$ cat src/rtl/ram_2p_port_initiator_if.sv
// Host-side request/response channels of ram_2p_port_initiator.
// slave = initiator's view, master = host's view.
interface ram_2p_port_initiator_if #(
  parameter int unsigned Width = 32,
  parameter int unsigned Aw    = 7
);
  logic             req_valid_i;
  logic             req_ready_o;
  logic             req_write_i;
  logic [Aw-1:0]    req_addr_i;
  logic [Width-1:0] req_wdata_i;
  logic [Width-1:0] req_wmask_i;
  logic             rsp_valid_o;
  logic             rsp_ready_i;
  logic [Width-1:0] rsp_rdata_o;

  modport slave (
    input  req_valid_i, req_write_i, req_addr_i, req_wdata_i, req_wmask_i, rsp_ready_i,
    output req_ready_o, rsp_valid_o, rsp_rdata_o
  );

  modport master (
    output req_valid_i, req_write_i, req_addr_i, req_wdata_i, req_wmask_i, rsp_ready_i,
    input  req_ready_o, rsp_valid_o, rsp_rdata_o
  );
endinterface

$ cat src/rtl/ram_2p_port_initiator.sv
// Valid/ready initiator for one SRAM port: 1-cycle read latency, 2-entry response FIFO.
// Define RAM_2P_INITIATOR_INIT_EN to write InitValue to every word after each reset.
module ram_2p_port_initiator #(
  parameter int unsigned       Width     = 32,
  parameter int unsigned       Depth     = 128,
  parameter logic [Width-1:0]  InitValue = '0,
  localparam int unsigned      Aw        = (Depth > 1) ? $clog2(Depth) : 1
) (
  input  logic                      clk_i,
  input  logic                      rst_ni,
  ram_2p_port_initiator_if.slave    host,
  output logic                      ram_req_o,
  output logic                      ram_write_o,
  output logic [Aw-1:0]             ram_addr_o,
  output logic [Width-1:0]          ram_wdata_o,
  output logic [Width-1:0]          ram_wmask_o,
  input  logic [Width-1:0]          ram_rdata_i,
  output logic                      init_done_o
);

  typedef enum logic {ST_INIT, ST_RUN} state_e;

`ifdef RAM_2P_INITIATOR_INIT_EN
  localparam state_e ResetState = ST_INIT;
`else
  localparam state_e ResetState = ST_RUN;
`endif

  state_e           state_q, state_d;
  logic [Aw-1:0]    cnt_q, cnt_d;
  logic             open_q;
  logic             inflight_q;
  logic [Width-1:0] fifo_mem [2];
  logic             wr_ptr_q, rd_ptr_q;
  logic [1:0]       count_q;
  logic [1:0]       occ;
  logic             req_ready, accept, push, pop;

  // Credit counts the in-flight read so a push can never find the FIFO full.
  assign occ    = count_q + {1'b0, inflight_q};
  assign push   = inflight_q;
  assign pop    = (count_q != 2'd0) && host.rsp_ready_i;
  assign accept = host.req_valid_i && req_ready;

  assign host.req_ready_o = req_ready;
  assign host.rsp_valid_o = (count_q != 2'd0);
  assign host.rsp_rdata_o = fifo_mem[rd_ptr_q];

`ifdef RAM_2P_INITIATOR_INIT_EN
  assign init_done_o = open_q;
`else
  assign init_done_o = 1'b1;
`endif

  always_comb begin
    state_d     = state_q;
    cnt_d       = cnt_q;
    req_ready   = 1'b0;
    ram_req_o   = 1'b0;
    ram_write_o = 1'b0;
    ram_addr_o  = host.req_addr_i;
    ram_wdata_o = host.req_wdata_i;
    ram_wmask_o = host.req_wmask_i;
    case (state_q)
      ST_INIT: begin
        // Gated by rst_ni so the reset cycles themselves issue no RAM traffic.
        ram_req_o   = rst_ni;
        ram_write_o = 1'b1;
        ram_addr_o  = cnt_q;
        ram_wdata_o = InitValue;
        ram_wmask_o = '1;
        cnt_d       = cnt_q + 1'b1;
        if (cnt_q == Aw'(Depth - 1)) state_d = ST_RUN;
      end
      ST_RUN: begin
        req_ready   = open_q && (occ < 2'd2);
        ram_req_o   = host.req_valid_i && req_ready;
        ram_write_o = host.req_write_i;
      end
      default: state_d = ResetState;
    endcase
  end

  always_ff @(posedge clk_i) begin
    if (!rst_ni) begin
      state_q    <= ResetState;
      cnt_q      <= '0;
      open_q     <= 1'b0;
      inflight_q <= 1'b0;
      wr_ptr_q   <= 1'b0;
      rd_ptr_q   <= 1'b0;
      count_q    <= '0;
    end else begin
      state_q    <= state_d;
      cnt_q      <= cnt_d;
      open_q     <= (state_d == ST_RUN);
      inflight_q <= accept && !host.req_write_i;
      if (push) wr_ptr_q <= ~wr_ptr_q;
      if (pop)  rd_ptr_q <= ~rd_ptr_q;
      case ({push, pop})
        2'b10:   count_q <= count_q + 2'd1;
        2'b01:   count_q <= count_q - 2'd1;
        default: count_q <= count_q;
      endcase
    end
  end

  always_ff @(posedge clk_i) begin
    if (push) fifo_mem[wr_ptr_q] <= ram_rdata_i;
  end

  a_no_overflow: assert property (@(posedge clk_i) disable iff (!rst_ni)
    !(push && !pop && (count_q == 2'd2)));
  a_no_underflow: assert property (@(posedge clk_i) disable iff (!rst_ni)
    !(pop && (count_q == 2'd0)));
  a_count_range: assert property (@(posedge clk_i) disable iff (!rst_ni)
    (count_q <= 2'd2));
  a_no_req_before_done: assert property (@(posedge clk_i) disable iff (!rst_ni)
    !(ram_req_o && !init_done_o && (state_q != ST_INIT)));

endmodule
$ cat src/flat_wrapper.sv
// flat-port wrapper written by rule: the top's interface ports become plain ports
module ram_2p_port_initiator_flat 
#(
  parameter int unsigned       Width     = 32,
  parameter int unsigned       Depth     = 128,
  parameter logic [Width-1:0]  InitValue = '0,
  localparam int unsigned      Aw        = (Depth > 1) ? $clog2(Depth) : 1
)
  (clk_i, rst_ni, ram_req_o, ram_write_o, ram_addr_o, ram_wdata_o, ram_wmask_o, ram_rdata_i, init_done_o, host_req_valid_i, host_req_write_i, host_req_addr_i, host_req_wdata_i, host_req_wmask_i, host_rsp_ready_i, host_req_ready_o, host_rsp_valid_o, host_rsp_rdata_o);
  ram_2p_port_initiator_if #(.Width(Width)) host_i ();
  input  logic clk_i;
  input  logic rst_ni;
  output logic ram_req_o;
  output logic ram_write_o;
  output logic [Aw-1:0] ram_addr_o;
  output logic [Width-1:0] ram_wdata_o;
  output logic [Width-1:0] ram_wmask_o;
  input  logic [Width-1:0] ram_rdata_i;
  output logic init_done_o;
  input wire logic [$bits(host_i.req_valid_i)-1:0] host_req_valid_i;
  input wire logic [$bits(host_i.req_write_i)-1:0] host_req_write_i;
  input wire logic [$bits(host_i.req_addr_i)-1:0] host_req_addr_i;
  input wire logic [$bits(host_i.req_wdata_i)-1:0] host_req_wdata_i;
  input wire logic [$bits(host_i.req_wmask_i)-1:0] host_req_wmask_i;
  input wire logic [$bits(host_i.rsp_ready_i)-1:0] host_rsp_ready_i;
  output wire logic [$bits(host_i.req_ready_o)-1:0] host_req_ready_o;
  output wire logic [$bits(host_i.rsp_valid_o)-1:0] host_rsp_valid_o;
  output wire logic [$bits(host_i.rsp_rdata_o)-1:0] host_rsp_rdata_o;
  assign host_i.req_valid_i = host_req_valid_i;
  assign host_i.req_write_i = host_req_write_i;
  assign host_i.req_addr_i = host_req_addr_i;
  assign host_i.req_wdata_i = host_req_wdata_i;
  assign host_i.req_wmask_i = host_req_wmask_i;
  assign host_i.rsp_ready_i = host_rsp_ready_i;
  assign host_req_ready_o = host_i.req_ready_o;
  assign host_rsp_valid_o = host_i.rsp_valid_o;
  assign host_rsp_rdata_o = host_i.rsp_rdata_o;
  ram_2p_port_initiator #(.Width(Width), .Depth(Depth), .InitValue(InitValue)) u_core (.clk_i(clk_i), .rst_ni(rst_ni), .host(host_i), .ram_req_o(ram_req_o), .ram_write_o(ram_write_o), .ram_addr_o(ram_addr_o), .ram_wdata_o(ram_wdata_o), .ram_wmask_o(ram_wmask_o), .ram_rdata_i(ram_rdata_i), .init_done_o(init_done_o));
endmodule
$ cat config.mk
export PLATFORM = sky130hd
export DESIGN_NAME = ram_2p_port_initiator_flat
export DESIGN_NICKNAME = d
export VERILOG_FILES = /design/src/rtl/ram_2p_port_initiator_if.sv /design/src/rtl/ram_2p_port_initiator.sv /design/src/flat_wrapper.sv
export SDC_FILE = /design/constraint.sdc
export NUM_CORES = 1
export LEC_CHECK = 0
export CAP_MARGIN = 20
export CORE_MARGIN = 3
export CORE_UTILIZATION = 33
export DETAILED_ROUTE_END_ITERATION = 12
export PLACE_DENSITY = 0.75
export SLEW_MARGIN = 20
export SYNTH_ARGS = -nofsm -noshare
export SYNTH_HDL_FRONTEND = slang
export SYNTH_SLANG_ARGS = --single-unit
export TNS_END_PERCENT = 30
$ cat constraint.sdc
create_clock -name clk_i -period 2.2 [get_ports clk_i]
set_input_delay 0.33 -clock clk_i [delete_from_list [all_inputs] [get_ports clk_i]]
set_output_delay 0.33 -clock clk_i [all_outputs]
set_load 0.1 [all_outputs]
==> results of run 1 <==
## metrics by stage
step                instances  area, µm²
floorplan                 252       3480
global placement          590       6860
detailed placement        590       6860
CTS                       606       7110
global route              606       7110
finish                    606       7110
## cell families after synthesis
family          Yosys count
compound gates           14
xor+xnor                  7
fa+ha+maj                 2
buf+inv                  17
flops                    79
mux                      39
other cells               1
simple gates             93
## cell type report
cell class | count | area share [%]
flip-flops and latches | 79 | 31.3
inverters | 2 | 0.106
multi-input cells | 156 | 16.8
repair buffers | 220 | 46.0
clock buffers | 9 | 1.74
clock inverters | 7 | 1.69
well taps | 133 | 2.34
## per-layer routing
| layer | track usage, % | part of all wire [%] |
|---|---|---|
| met2 | 30.5 | 53 |
| met1 | 20.1 | 36 |
| met4 | 5.41 | 1.5 |
| met3 | 6.51 | 9.4 |
| met5 | 0 | 0 |
## critical path, cell delays in order, from the launching register on
cell     delay [ps]
dfxtp_4         640
buf_12          220
o211a_1         210
buf_12          180
## worst max path at each step
| stage | slack (ps) | end | startpoint | depth (start not counted) |
|---|---|---|---|---|
| after floorplan | 240 | ram_wdata_o[13] | u_core.state_q | 4 |
| after global placement | 420 | u_core.count_q[1] | host_rsp_ready_i | 5 |
| after detailed placement | 340 | u_core.count_q[1] | host_rsp_ready_i | 5 |
| after CTS | 240 | host_req_ready_o | u_core.state_q | 3 |
| after global routing | 150 | host_req_ready_o | u_core.state_q | 3 |
| final | 270 | host_req_ready_o | u_core.state_q | 3 |
## state kept, by name, summed over array words and instances, names as in the netlist, named ones only
register           cells
u_core.cnt_q           7
u_core.wr_ptr_q        1
u_core.fifo_mem       64
u_core.inflight_q      1
u_core.open_q          1
u_core.count_q         2
u_core.state_q         1
u_core.rd_ptr_q        1
## cell usage in the layout, fill, tap and decap left out, drive strengths merged, types with 5 or more instances in the layout
cell,synthesis,layout
edfxtp,64,64
a21oi,5,5
and2,33,33
or3,5,5
clkdlybuf4s50,0,107
clkbuf,7,9
o21ai,5,5
buf,8,113
nor2,10,10
mux2,38,38
nand2b,34,34
dfxtp,15,15
nand2,5,5
## report_power, final
group          switching (W)  internal, W
clock network       0.000505     0.000757
logic                0.00107     0.000684
registers          0.0000123      0.00163
total                0.00158      0.00307
==> flow_summary.json, run 1 <==
{
  "path_clk_slew_ps": 80,
  "worstPathMaxFanout": 47,
  "power_density_mw_per_mm2": 656,
  "io_buffers": 214,
  "hold_violations": 0,
  "via_count": 2744,
  "ys_seq_area_share_pct": 63.9,
  "syn_inst": 252,
  "num_rows": 36,
  "status": "finished, final reports clean",
  "rr_worst_depth": 4,
  "clk_latency_ps": 330,
  "peakVddDrop_mv": 0.326,
  "reg2reg_from": "u_core.count_q[0]",
  "yosys_warnings": 0,
  "synth_seq_cells": 79,
  "synthToLayoutAreaGrowth_pct": 104,
  "synth_edf_count": 64,
  "drv_slew": 0,
  "yosys-top-cells-count": "64 x edfxtp_1, 36 x mux2_2, 33 x and2_1, 33 x nand2b_1, 15 x dfxtp_1",
  "routed_via_density": 4.53,
  "leakage_nw": 2.78,
  "diodes": 0,
  "routedWlPerCell_um": 16.8,
  "netlist_area_mm2": 0.00348,
  "die_area_mm2": 0.0118,
  "hold_path_end": "u_core.rd_ptr_q",
  "synth.area.top_cells": "edfxtp_1 55%, mux2_2 12%, dfxtp_1 8.6%",
  "holdBufCountCts": 0,
  "yosysTopAreaCell": "edfxtp_1",
  "cts_tree": "done",
  "crit_path_end_kind": "output port",
  "place.gp.congestion": 0.785,
  "dieHeight_um": 109,
  "first_global_vias": 2954,
  "drive_gt1_share_pct": 36.2,
  "post-synth-top-count-cell": "edfxtp_1",
  "drc": 0,
  "nNetsFinal": 578,
  "synthDominantCellAreaShare_pct": 55.3,
  "pre_cts_ws_ps": 342,
  "multi_input_area_mm2": 0.00119,
  "fillers": 669,
  "critPathLaunchType": "flop",
  "grt_pass1_wl_um": 15700,
  "synthFlopType": "edfxtp_1",
  "cts_max_level": 3,
  "first_iter_violations": 97,
  "worstHoldStart": "u_core.rd_ptr_q",
  "gr-total-overflow": 0,
  "critPathArrivalTime_ps": 1600,
  "rrSetupSlack_ps": 670,
  "final-seq-area_mm2": 0.00223,
  "start_util_pct": 34.8,
  "cts_made_buffers": 9,
  "muxShareOfSynthArea_pct": 12.6,
  "routed_wl_um": 10200,
  "track_usage_pct": 17.5,
  "r2r-end": "u_core.count_q[1]",
  "cts-root-buf": "clkbuf_8",
  "crit_required_ps": 1870,
  "synth_cell_types": 31,
  "synth_xor_area_share_pct": 1.76,
  "grt_max_degree": 48,
  "finalPower_w": 0.00466,
  "postCtsSetupBuffers": 0,
  "dpl.hpwl_um": 8280,
  "async_reset_ff_share_pct": 0,
  "die_x_um": 109,
  "io_pins": 216,
  "max_freq_ghz": 0.518,
  "hold_depth": 2,
  "synth-simple-area-share_pct": 16.3,
  "layout_setup_ws_ps": 270,
  "fin_crit_sh_pct": 87.7,
  "finalSetupTns_ps": 0,
  "synth_compound_area_share_pct": 2.41,
  "setup_viol": 0,
  "hold_path.class": "flop to flop",
  "ant_nets": 0,
  "crit_type": "flop to output port",
  "skew_ps": 5.43,
  "cts_resized": 1,
  "rsz0062_at_grt": "no",
  "fin_worst_hold_slack_ps": 523,
  "drv_cap": 0,
  "firstDrtPassIters": 4,
  "syn_area_per_cell_um2": 13.8,
  "final_util_pct": 71.1,
  "core-area_mm2": 0.0100,
  "finalWorstPathRequiredPeriod_ps": 1930,
  "synth_top_family_by_area": "simple AND/OR/NAND/NOR gates",
  "synth_fp_nets": 362,
  "yosys.area_share.adder_pct": 0.720,
  "cts_sinks": 79,
  "cts_buffer_depth": 2,
  "antenna_found_initial": 0
}
(Power assumes the default switching activity.)
==> run 2: changes to the inputs <==
--- a/config.mk
+++ b/config.mk
@@ -14,4 +14,3 @@
 export SYNTH_ARGS = -nofsm -noshare
 export SYNTH_HDL_FRONTEND = slang
 export SYNTH_SLANG_ARGS = --single-unit
-export TNS_END_PERCENT = 30
==> constraint.sdc (replaced) <==
create_clock -name clk_i -period 2.2 [get_ports clk_i]
set_input_delay 0.44 -clock clk_i [delete_from_list [all_inputs] [get_ports clk_i]]
set_output_delay 0.44 -clock clk_i [all_outputs]
set_load 0.1 [all_outputs]
==> flow_summary.json, run 2 (same netlist as run 1, synthesis figures left out) <==
{
  "highest_layer": "met4",
  "holdBufCountCts": 0,
  "cts_sinks": 79,
  "cts_max_level": 3,
  "setup_viol": 0,
  "largest_reg_flops": 64,
  "finalSetupTns_ps": 0,
  "endpoint": "ram_wdata_o[23]",
  "cts_tree": "done",
  "ant_nets": 0,
  "regMostFlops": "u_core.fifo_mem",
  "synthToLayoutAreaGrowth_pct": 104,
  "die_x_um": 109,
  "r2r-end": "u_core.count_q[1]",
  "worstPathMaxFanout": 37,
  "clk_latency_ps": 350,
  "leakage_nw": 2.77,
  "status": "finished, final reports clean",
  "dr_wl_met2_um": 5370,
  "place.gp.congestion": 0.842,
  "hold_path.class": "flop to flop",
  "critPathArrivalTime_ps": 1580,
  "finalWorstPathRequiredPeriod_ps": 2020,
  "die_area_mm2": 0.0118,
  "dpl.hpwl_um": 8340,
  "grt_pass1_wl_um": 15800,
  "track_usage_pct": 17.9,
  "cts-root-buf": "clkbuf_8",
  "peakVddDrop_mv": 0.321,
  "drv_cap": 0,
  "power_density_mw_per_mm2": 647,
  "dieHeight_um": 109,
  "cp-startpoint": "u_core.state_q",
  "skew_ps": 5.25,
  "path_clk_slew_ps": 80,
  "drv_slew": 0,
  "final_cell_mix": "108 x buf_12, 107 x clkdlybuf4s50_1, 64 x edfxtp_1",
  "critPathLaunchType": "flop",
  "core-area_mm2": 0.0100,
  "routed_wl_um": 10300,
  "routed_via_density": 4.56,
  "reg2reg_from": "u_core.count_q[0]",
  "gr-total-overflow": 0,
  "via_count": 2762,
  "crit_path_end_kind": "output port",
  "hold_violations": 0,
  "start_util_pct": 34.8,
  "fin_crit_sh_pct": 92.0,
  "max_freq_ghz": 0.494,
  "crit_type": "flop to output port",
  "io_buffers": 214,
  "dpl_cell_area_mm2": 0.00686,
  "num_rows": 36,
  "rr_worst_depth": 4,
  "fin_worst_hold_slack_ps": 532,
  "met3_length_um": 1080,
  "cts_buffer_depth": 2,
  "final_util_pct": 70.9,
  "fin_area_mm2": 0.00709,
  "rrSetupSlack_ps": 680,
  "grt_max_degree": 38,
  "drive_gt1_share_pct": 36.2,
  "met1_length_um": 3530,
  "firstDrtPassIters": 4,
  "drc": 0,
  "io_pins": 216,
  "diodes": 0,
  "nNetsFinal": 578,
  "final_common_cell": "buf_12",
  "routedWlPerCell_um": 17.0,
  "crit_required_ps": 1760,
  "first_global_vias": 2980,
  "reg.largest.list": "u_core.fifo_mem x64, u_core.cnt_q x7, u_core.count_q x2",
  "antenna_found_initial": 0,
  "rsz0062_at_grt": "no",
  "first_iter_violations": 76,
  "cts_made_buffers": 9,
  "worstHoldStart": "u_core.rd_ptr_q"
}
-- run 2: cell types whose count changed in the layout (fill, tap and decap cells not counted) --
cell	before	now
bufinv_16	3	2
inv_6	1	2
clkinv_2	1	0
clkinv_4	1	2
-- run 2: layout make-up --
| type | count | area [µm²] |
|---|---|---|
| fill | 650 | 2910 |
| sequential | 79 | 2230 |
| multi-input combinational | 156 | 1190 |
| inverter | 2 | 7.51 |
| clock inverter | 7 | 103 |
| clock buffer | 9 | 124 |
| tap | 133 | 166 |
| timing repair buffer | 220 | 3270 |
-- run 2: worst min path at each step --
stage | end | slack, ps | cells past startpoint
floorplan | u_core.cnt_q[6] | 470 | 2
global placement | u_core.cnt_q[6] | 490 | 2
detailed placement | u_core.rd_ptr_q | 510 | 2
CTS | u_core.rd_ptr_q | 530 | 2
global route | u_core.rd_ptr_q | 550 | 2
finish | u_core.rd_ptr_q | 530 | 2
-- run 2: worst max-delay path, stage by stage, from the launching register on --
cell and delay [ps]:
dfxtp_4 590, buf_12 240, and2_1 200, buf_12 190
-- run 2: power breakdown --
part	internal, W	switching [W]	total [W]
Clock	0.000650	0.000537	0.00119
Combinational	0.000684	0.00107	0.00175
Sequential	0.00163	0.0000122	0.00165
-- run 2: per-stage QoR --
stage | setup slack, ps | total power [W] | std cells
2_1_floorplan | 129 | 0.00268 | 252
3_3_place_gp | 305 | 0.00343 | 590
3_5_place_dp | 249 | 0.00345 | 590
4_1_cts | 139 | 0.00463 | 606
5_1_grt | 65.2 | 0.00472 | 606
6_report | 177 | 0.00459 | 606
-- run 2: repair_timing --
action | 4_1_cts | 5_1_grt
setup endpoints to repair | 17 | 0
setup buffers | 0 | 0
gates resized for setup | 1 | 0
-- run 2: routing by layer --
| metal | track usage, % | vias to the layer above |
|---|---|---|
| li1 | - | 1322 |
| met2 | 31.4 | 140 |
| met5 | 0 | - |
| met1 | 18.5 | 1279 |
| met3 | 7.52 | 21 |
| met4 | 8.12 | 0 |
==> run 3: changes to the inputs <==
--- a/config.mk
+++ b/config.mk
@@ -7,9 +7,10 @@
 export LEC_CHECK = 0
 export CAP_MARGIN = 20
 export CORE_MARGIN = 3
-export CORE_UTILIZATION = 33
+export CORE_UTILIZATION = 34
+export CTS_BUF_LIST = sky130_fd_sc_hd__clkbuf_8
 export DETAILED_ROUTE_END_ITERATION = 12
-export PLACE_DENSITY = 0.75
+export PLACE_DENSITY = 0.77
 export SLEW_MARGIN = 20
 export SYNTH_ARGS = -nofsm -noshare
 export SYNTH_HDL_FRONTEND = slang
==> flow_summary.json, run 3 (same netlist as run 1, synthesis figures left out) <==
{
  "hold_path_end": "u_core.cnt_q[6]",
  "crit_path_end_kind": "output port",
  "rrSetupSlack_ps": 610,
  "cp_slowest_stage_delay_ps": 500,
  "crit_path_cell_trace": "buf_12, mux2_2, buf_12",
  "first_global_vias": 3118,
  "fillers": 597,
  "start_util_pct": 35.2,
  "drc": 0,
  "cts_max_level": 3,
  "io_buffers": 214,
  "cpMostUsedCell": "buf_12",
  "largest_reg_flops": 64,
  "gr-total-overflow": 0,
  "nNetsFinal": 581,
  "critPathArrivalTime_ps": 1640,
  "power_density_mw_per_mm2": 648,
  "r2r-end": "u_core.count_q[1]",
  "peakVddDrop_mv": 0.313,
  "core-area_mm2": 0.00986,
  "hold_violations": 0,
  "crit_required_ps": 1760,
  "hold_path.class": "flop to flop",
  "postCtsSetupBuffers": 0,
  "first_iter_violations": 139,
  "routed_wl_um": 10600,
  "diodes": 0,
  "status": "finished, final reports clean",
  "reg2reg_from": "u_core.count_q[0]",
  "regMostFlops": "u_core.fifo_mem",
  "clock_power_share_pct": 26.1,
  "cts_sinks": 79,
  "drv_slew": 0,
  "fin_crit_sh_pct": 94.4,
  "drive_gt1_share_pct": 36.6,
  "die_area_mm2": 0.0115,
  "routed_via_density": 4.62,
  "cp-startpoint": "u_core.state_q",
  "synthToLayoutAreaGrowth_pct": 104,
  "internal_power_w": 0.00298,
  "cts_buffer_depth": 2,
  "seqPwrFrac_pct": 35.8,
  "place.gp.congestion": 0.741,
  "path_clk_slew_ps": 80,
  "leakage_nw": 2.79,
  "hold_depth": 2,
  "cts_tree": "done",
  "final_common_cell": "buf_12",
  "fin_worst_hold_slack_ps": 533,
  "routedWlPerCell_um": 17.5,
  "p_sw_share_pct": 35.4,
  "skew_ps": 7.26,
  "p_switching_w": 0.00163,
  "crit_type": "flop to output port",
  "track_usage_pct": 18.4,
  "cts-root-buf": "clkbuf_8",
  "num_rows": 36,
  "ant_nets": 0,
  "firstDrtPassIters": 4,
  "finalWorstPathRequiredPeriod_ps": 2080,
  "rr_worst_depth": 4,
  "grt_max_degree": 34,
  "drv_cap": 0,
  "rsz0062_at_grt": "no",
  "reg.largest.list": "u_core.fifo_mem x64, u_core.cnt_q x7, u_core.count_q x2",
  "io_pins": 216,
  "antenna_found_initial": 0,
  "slowest_stage": "dfxtp_2",
  "max_freq_ghz": 0.481,
  "path_buf_inv": 2,
  "clk_latency_ps": 340,
  "cp_top_family": "flip-flops",
  "worstPathMaxFanout": 33,
  "setup_viol": 0,
  "cts_made_buffers": 9,
  "via_count": 2814,
  "finalSetupTns_ps": 0,
  "dieHeight_um": 107,
  "holdBufCountCts": 0,
  "dpl.hpwl_um": 8760,
  "critPathLaunchType": "flop",
  "die_x_um": 107,
  "final_cell_mix": "108 x buf_12, 107 x clkdlybuf4s50_1, 64 x edfxtp_1",
  "p_comb_share_pct": 38.1,
  "grt_pass1_wl_um": 16100,
  "cts_resized": 0,
  "worstHoldStart": "u_core.cnt_q[6]"
}
-- run 3: cell count changes in the layout (fill, tap and decap cells not counted) --
cell and change:
dfxtp_4 -1, clkinv_2 +1, buf_4 +3, clkinvlp_4 -1
inv_6 +1, inv_8 +1, dfxtp_2 +1, clkinv_4 -2
-- run 3: power groups by stage --
stage | logic, W | clock network, W | registers (W)
detailed placement | 0.00177 | 0 | 0.00168
global placement | 0.00175 | 0 | 0.00168
finish | 0.00176 | 0.00120 | 0.00165
floorplan | 0.000999 | 0 | 0.00168
CTS | 0.00177 | 0.00123 | 0.00165
global route | 0.00180 | 0.00129 | 0.00165
-- run 3: worst register-to-register path, stage by stage, from the launching register on --
cell     delay, ps
dfxtp_1        390
o21a_1         250
ha_1           340
or3_1          370
a21oi_1        170
-- run 3: how the worst max path moves through the flow --
stage                                   end  cells after the start
final                         ram_addr_o[3]                      3
after detailed placement  u_core.count_q[1]                      5
after global placement    u_core.count_q[1]                      5
after CTS                     ram_addr_o[3]                      3
after global routing          ram_addr_o[3]                      3
after floorplan             ram_wdata_o[13]                      4
-- run 3: final cells by class --
class	instances	area (µm²)	area share (%)
clock buffers	9	124	1.74
multi-input cells	156	1190	16.8
flip-flops and latches	79	2220	31.3
repair buffers	223	3290	46.3
inverters	2	7.51	0.106
well taps	133	166	2.34
clock inverters	7	103	1.44
-- run 3: through the flow --
step / utilization, % / setup WS (ps) / cell area [µm²] / instances / power (W)
2_1_floorplan: - / 129 / 3480 / 252 / 0.00268
3_3_place_gp: 69.8 / 306 / 6880 / 593 / 0.00343
3_5_place_dp: 69.8 / 275 / 6880 / 593 / 0.00345
4_1_cts: 72.1 / 94.0 / 7110 / 609 / 0.00465
5_1_grt: 72.1 / 45.5 / 7110 / 609 / 0.00474
6_report: 72.1 / 123 / 7110 / 609 / 0.00461
-- run 3: metal layers --
metal  share of wire, %  vias to the layer above  GRT usage, %
met5                  0                        -             0
met2                 58                      139          35.5
met1                 31                     1338          18.3
met4                1.8                        0          4.93
met3                8.8                       14          6.80
li1                   -                     1323             -
